--- src/rtl/patgen_pkg.sv ---
// Shared types for the serial pattern generator.
// FSM state and pattern mode encodings.
package patgen_pkg;

  typedef enum logic {
    IDLE = 1'b0,
    RUN  = 1'b1
  } state_e;

  localparam logic LOOP    = 1'b0;
  localparam logic ONESHOT = 1'b1;

endpackage

--- src/rtl/pattern_generator.sv ---
// Serial pattern generator: shifts a loaded pattern out MSB first.
// Optional pass-repeat limit in loop mode: PATGEN_REPEAT_EN.
module pattern_generator
  import patgen_pkg::*;
#(
  parameter int WIDTH = 16,
  parameter int CNT_W = 8,
  localparam int IW = $clog2(WIDTH)
) (
  input  logic             clock,
  input  logic             reset_n,
  input  logic             load,
  input  logic [WIDTH-1:0] pattern,
  input  logic [IW-1:0]    length,
  input  logic             mode,
  input  logic             start,
  input  logic             stop,
`ifdef PATGEN_REPEAT_EN
  input  logic [CNT_W-1:0] repeats,
`endif
  output logic             shift_out,
  output logic             busy,
  output logic             done,
  output logic [IW-1:0]    bit_index
);

  localparam logic [IW-1:0] LAST = IW'(WIDTH - 1);

  state_e           state_q, state_d;
  logic [IW-1:0]    idx_q, idx_d;
  logic [WIDTH-1:0] pat_q, pat_d;
  logic [IW-1:0]    len_q, len_d;
  logic             mode_q, mode_d;
  logic             done_q, done_d;
  logic [IW-1:0]    len_sat;
  logic [IW-1:0]    pos;

`ifdef PATGEN_REPEAT_EN
  logic [CNT_W-1:0] rep_q, rep_d;
  logic [CNT_W-1:0] cnt_q, cnt_d;
`endif

  // Clamp requested length so indexing never leaves the pattern.
  always_comb begin
    len_sat = length;
    if (32'(length) > WIDTH - 1) len_sat = LAST;
  end

  // Next-state and datapath decode for the IDLE/RUN machine.
  always_comb begin
    state_d = state_q;
    idx_d   = idx_q;
    pat_d   = pat_q;
    len_d   = len_q;
    mode_d  = mode_q;
    done_d  = 1'b0;
`ifdef PATGEN_REPEAT_EN
    rep_d   = rep_q;
    cnt_d   = cnt_q;
`endif
    case (state_q)
      IDLE: begin
        if (load) begin
          pat_d  = pattern;
          len_d  = len_sat;
          mode_d = mode;
`ifdef PATGEN_REPEAT_EN
          rep_d  = repeats;
`endif
        end
        if (start) begin
          state_d = RUN;
          idx_d   = '0;
`ifdef PATGEN_REPEAT_EN
          cnt_d   = '0;
`endif
        end
      end
      RUN: begin
        if (stop) begin
          state_d = IDLE;
          idx_d   = '0;
        end else if (idx_q == len_q) begin
          idx_d = '0;
          if (mode_q == ONESHOT) begin
            state_d = IDLE;
            done_d  = 1'b1;
          end
`ifdef PATGEN_REPEAT_EN
          else if (rep_q != '0 &&
                   cnt_q == rep_q - CNT_W'(1)) begin
            state_d = IDLE;
            done_d  = 1'b1;
          end else begin
            cnt_d = cnt_q + CNT_W'(1);
          end
`endif
        end else begin
          idx_d = idx_q + IW'(1);
        end
      end
      default: begin
        state_d = IDLE;
        idx_d   = '0;
      end
    endcase
  end

  // State and datapath registers, cleared asynchronously.
  always_ff @(posedge clock or negedge reset_n) begin
    if (!reset_n) begin
      state_q <= IDLE;
      idx_q   <= '0;
      pat_q   <= '0;
      len_q   <= LAST;
      mode_q  <= LOOP;
      done_q  <= 1'b0;
`ifdef PATGEN_REPEAT_EN
      rep_q   <= '0;
      cnt_q   <= '0;
`endif
    end else begin
      state_q <= state_d;
      idx_q   <= idx_d;
      pat_q   <= pat_d;
      len_q   <= len_d;
      mode_q  <= mode_d;
      done_q  <= done_d;
`ifdef PATGEN_REPEAT_EN
      rep_q   <= rep_d;
      cnt_q   <= cnt_d;
`endif
    end
  end

  // Outputs come straight from registers.
  always_comb begin
    busy      = (state_q == RUN);
    pos       = LAST - idx_q;
    shift_out = busy & pat_q[pos];
    done      = done_q;
    bit_index = idx_q;
  end

endmodule

--- config.mk ---
export PLATFORM = sky130hd
export DESIGN_NAME = pattern_generator
export DESIGN_NICKNAME = d
export VERILOG_FILES = /design/src/rtl/patgen_pkg.sv /design/src/rtl/pattern_generator.sv
export SDC_FILE = /design/constraint.sdc
export NUM_CORES = 1
export LEC_CHECK = 0
export BUFFER_PORTS_ARGS = -buffer_cell sky130_fd_sc_hd__buf_4
export CAP_MARGIN = 10
export CORE_ASPECT_RATIO = 1.2
export CORE_MARGIN = 5
export CORE_UTILIZATION = 51
export CTS_CLUSTER_SIZE = 10
export DETAILED_ROUTE_END_ITERATION = 7
export PLACE_DENSITY = 0.77
export SLEW_MARGIN = 20
export SYNTH_ARGS = -nofsm -noshare
export SYNTH_HDL_FRONTEND = slang
export SYNTH_SLANG_ARGS = --single-unit
--- constraint.sdc ---
create_clock -name clock -period 2 [get_ports clock]
set_input_delay 0 -clock clock [delete_from_list [all_inputs] [get_ports clock]]
set_output_delay 0 -clock clock [all_outputs]
set_load 0.01 [all_outputs]
# ---- Yosys cells after proc, flatten, opt, wreduce, memory -nomap -nowiden
# Cells that the tools add are included.
dict set report classes {
  order_cmp 1
  div_mod_pow 0
  n_mul 0
  n_mux 15
  n_shift 0
  n_reduce_logical 1
  n_addsub 2
  n_bitwise 2
  n_eq_ne 2
}
# cell n
set op_table {}
lappend op_table {{4-bit two-way mux} 3}
lappend op_table {{1-bit two-way mux} 9}
lappend op_table {{4-bit one-hot mux with 2 select lines} 1}
lappend op_table {{4-bit by 5-bit < comparator with 1-bit output (second input constant)} 1}
lappend op_table {{4-bit by 1-bit adder with 4-bit output (second input constant)} 1}
lappend op_table {{1-bit binary-select mux with 4-bit select} 1}
lappend op_table {{4-bit == test} 1}
lappend op_table {{4-bit subtractor (first input constant)} 1}
lappend op_table {{2-bit != test (second input constant)} 1}
lappend op_table {{1-bit one-hot mux with 2 select lines} 1}
lappend op_table {{2-bit AND reduction} 1}
lappend op_table {{1-bit AND} 1}
lappend op_table {{1-bit inverter} 1}
dict set report word_totals {
  rom_bits 0
  word_cells 29
  in_bits 26
  memories 0
  ff_bits 27
  latchBits 0
  ram_bits 0
}

# ---- Longest topological paths before layout
dict set report logic_depth {
  ltp_word 4
  mapped_depth 5
  ltp_nobuf 4
}

# ---- Worst setup path after synthesis
# OpenSTA, ideal clock, no wires.
dict set report synth_timing {
  kind {flip-flop to flip-flop}
  start {reg idx_q[0], in the netlist bit_index[0]}
  end {reg idx_q[3], in the netlist bit_index[3]}
  required_ns 1.876
  period_less_slack_ns 1.630
  path_buffers 1
  stages_incl_launch_ff 6
  setup_slack_ns 0.370
  setup_ns 0.124
  arrival_ns 1.506
  path_cell_list {dfrtp_1 -> buf_6 -> xor2_2 -> nor4_4 -> nor3_2 -> a211o_1}
}
dict set report synth_via {
  elab_chain_len 4
  elab_cells_between_ends 5
  cone_classes {add/sub: 1; eq/ne: 1; mux: 3}
}
# element line_no
set synth_lines {}
lappend synth_lines {{from (decl)} pattern_generator.sv:30} ;# logic [IW-1:0] idx_q, idx_d;
lappend synth_lines {{from (signal assigned)} pattern_generator.sv:124} ;# idx_q <= idx_d;
lappend synth_lines {{4-bit by 1-bit adder with 4-bit output / 4-bit == test (equally long branches)} {pattern_generator.sv:99, pattern_generator.sv:83}}
lappend synth_lines {{4-bit two-way mux (*)} pattern_generator.sv:83} ;# end else if (idx_q == len_q) begin
lappend synth_lines {{4-bit two-way mux (*)} pattern_generator.sv:80} ;# if (stop) begin
lappend synth_lines {{4-bit one-hot mux with 2 select lines (*)} pattern_generator.sv:61} ;# case (state_q)
# Every way passes the cells marked *; elsewhere a longest branch is shown, timed or not.
# A chain may end at the register's enable or synchronous reset.

# ---- Worst setup path after layout
dict set report layout_timing {
  start {reg idx_q[0], in the netlist bit_index[0]}
  end {out shift_out}
}
dict set report layout_via {
  elab_chain_len 4
}
# element line_no
set layout_lines {}
lappend layout_lines {{4-bit subtractor} pattern_generator.sv:139} ;# pos = LAST - idx_q;
lappend layout_lines {{1-bit binary-select mux with 4-bit select} pattern_generator.sv:140} ;# shift_out = busy & pat_q[pos];
lappend layout_lines {{1-bit two-way mux (implied by the code)} pattern_generator.sv:140}
lappend layout_lines {{1-bit AND} pattern_generator.sv:140}
lappend layout_lines {{to (decl)} pattern_generator.sv:21} ;# output logic shift_out,
# No other way between the ends. The select of a mux whose other input is x is not followed.

==> results.cfg <==
[synth]
synth_edf_count = 0
async_flop_share_pct = 100
synth_cells = 92
synth_commonest_cells = 23 x dfrtp_1, 21 x mux2_2, 4 x buf_2, 4 x dfstp_2, 4 x mux2i_1
syn-cell-area_um2 = 1290
synth.most_common_cell = dfrtp_1
avgSynthCellArea_um2 = 14.0
synthDistinctLibCells = 30
yosysWarnings = 0
ys.flop_type = dfrtp_1
synth_area_leaders = dfrtp_1 45%, mux2_2 18%, dfstp_2 8.2%, mux4_1 4.1%, mux2i_1 3.1%
netlist.top_cell.by_area = dfrtp_1
synth_seq_cells = 27
seq_area_frac_synth_pct = 52.9
syn_nets = 119
synth_top_area_share_pct = 44.7

[timing]
rsz0062_at_grt = false
finalSetupViolations = 0
finalCritPeriodShare_pct = 94.2
skew_ps = 7.34
setup-tns-final_ps = 0
fin_crit_ps = 1880
relSlewSlack_pct = 68.7
hold_violations = 0
fmax_ghz = 0.531
fin_ws_ps = 116
slew_violations = 0
worst_pin_slew_ps = 465

[floorplanning]
die_w_um = 55.9
coreArea_um2 = 2480
initial_core_util_pct = 52.0
ios = 33
dieArea_um2 = 3630
rows = 20
die_h_um = 65.0

[place]
dp_slack_ps = 243
dp_cells = 155
dp_hpwl_mm = 1.85
numPortBuffers = 32
gp_congestion = 0.749
place_area_um2 = 1560

[clocking]
cts.sinks = 27
clockRootBuffer = clkbuf_4
clockBufferDepth = 2
cts_tree = yes
clk_latency_ps = 310
cts_htree_levels = 1
clk_pin_slew_ps = 140
cts_setup_buffers = 0
cts_inserted_buffers = 3

[critical_path]
worst-path-stages = 4
reg2reg_from = bit_index[0]
worstSetupStartpointType = register
crit_fanout = 8
rrSetupSlack_ps = 300
arrival_ps = 1880
cp_slowest_cell = mux4_1
critPathCaptureType = output port
crit_family = multiplexers
crit_path_cell_trace = mux4_1, o2111ai_1, a21oi_1, buf_4
max_stage_delay_ps = 580
cp.required_ps = 2000
worstReg2RegEnd = bit_index[1]
path_buf_inv = 1
criticalPathCategory = register to output port
reg2regPathDepth = 4

[route]
dr.pass1.iters = 4
drt_iter0_drc = 26
finalWirelength_mm = 2.82
vias_per_cell = 5.32
drc_errors = 0
num_vias = 969
wl_per_cell_um = 15.5
antenna_left = 0

[pwr]
pwr-share-seq_pct = 53.0
sw_frac_of_total_pct = 29.4
irDropWorstVdd_mv = 0.615
switchingPower_w = 0.000443
p_leak_nw = 0.807
pwr-share-clk_pct = 15.1
p_per_area_nw_per_um2 = 829
power_frac_comb_pct = 31.9
power_w = 0.00151
intPower_w = 0.00107

[grt]
grt_pass1_wl_mm = 4.81
grt_overflow_total = 0
grt_max_degree = 28
grt_use_total_pct = 16.9
grt_pass1_vias = 1041
antenna_found_initial = 0

[layout]
drive_above_1_share_pct = 45.6
fin_cells = 182
finalInstanceArea_um2 = 1820
diodes = 0
area_growth_pct = 41.4
final_nets = 177

[hold_path]
hp-class = input port to async pin

[status]
status = completed

[flow_run]
cap_violations = 0
-- routing by layer --
metal	routed length (um)	vias to the layer above	track usage [%]
met1	1120	483	20.2
met2	1540	30	30.9
li1	-	452	-
met5	0	-	0
met4	29	0	4.75
met3	136	4	2.99
-- state kept, by name, summed over array words and instances (netlist names) --
signal     cells
pat_q         16
bit_index      4
len_q          4
busy           1
done           1
mode_q         1
-- cells by family (layout without fill, tap and decap cells) --
family | after synthesis | count (layout) | share of synthesized area (%)
DFF | 27 | 27 | 52.9
AOI/OAI and AO/OA | 11 | 11 | 6.42
buffers and inverters | 6 | 63 | 2.72
xor gates and xnor gates | 4 | 4 | 3.30
muxes | 27 | 27 | 25.6
adders and majority gates | 1 | 1 | 0.972
and+or+nand+nor | 16 | 16 | 8.16
-- what timing repair did --
action                     CTS  global route
hold buffers                23             0
hold endpoints to repair    49             0
setup endpoints to repair    1             0
resized for setup            1             0
-- stage by stage --
stage	hold slack, ps	utilization, %
2_1_floorplan	-296	-
3_3_place_gp	-72.7	63.1
3_5_place_dp	-68.7	63.1
4_1_cts	109	73.5
5_1_grt	123	73.5
6_report	113	73.5
-- cell type report --
| cell class | instances | area [um^2] |
|---|---|---|
| fill | 168 | 657 |
| tap | 33 | 41.3 |
| multi-input combinational | 59 | 574 |
| clock buffer | 4 | 26.3 |
| timing repair buffer | 58 | 493 |
| sequential | 27 | 682 |
| inverter | 1 | 3.75 |
-- how the worst max path moves through the flow --
stage                 start      endpoint  slack [ps]
4_1_cts        bit_index[0]     shift_out         100
5_1_grt        bit_index[0]     shift_out          30
2_1_floorplan  bit_index[0]  bit_index[3]         370
3_3_place_gp   bit_index[0]  bit_index[3]         330
3_5_place_dp   bit_index[0]  bit_index[1]         240
6_report       bit_index[0]     shift_out         120
-- cells in the final DEF, fill, tap and decap left out, drive strengths merged, types with 2 or more instances in the layout --
master       instances
clkbuf               4
mux2i                4
a21oi                2
dfstp                4
nand3b               2
nor4                 2
nor2                 3
xor2                 4
buf                 35
mux4                 2
mux2                21
a22o                 2
nand2                3
dfrtp               23
nand3                2
dlygate4sd3         23
-- power groups by stage --
stage	sequential [W]	clock [W]	combinational (W)
finish	0.000800	0.000228	0.000481
global route	0.000815	0.000254	0.000528
CTS	0.000801	0.000240	0.000483
detailed placement	0.000812	0	0.000444
global placement	0.000800	0	0.000431
floorplan	0.000766	0	0.000332
(Power assumes the default switching activity.)
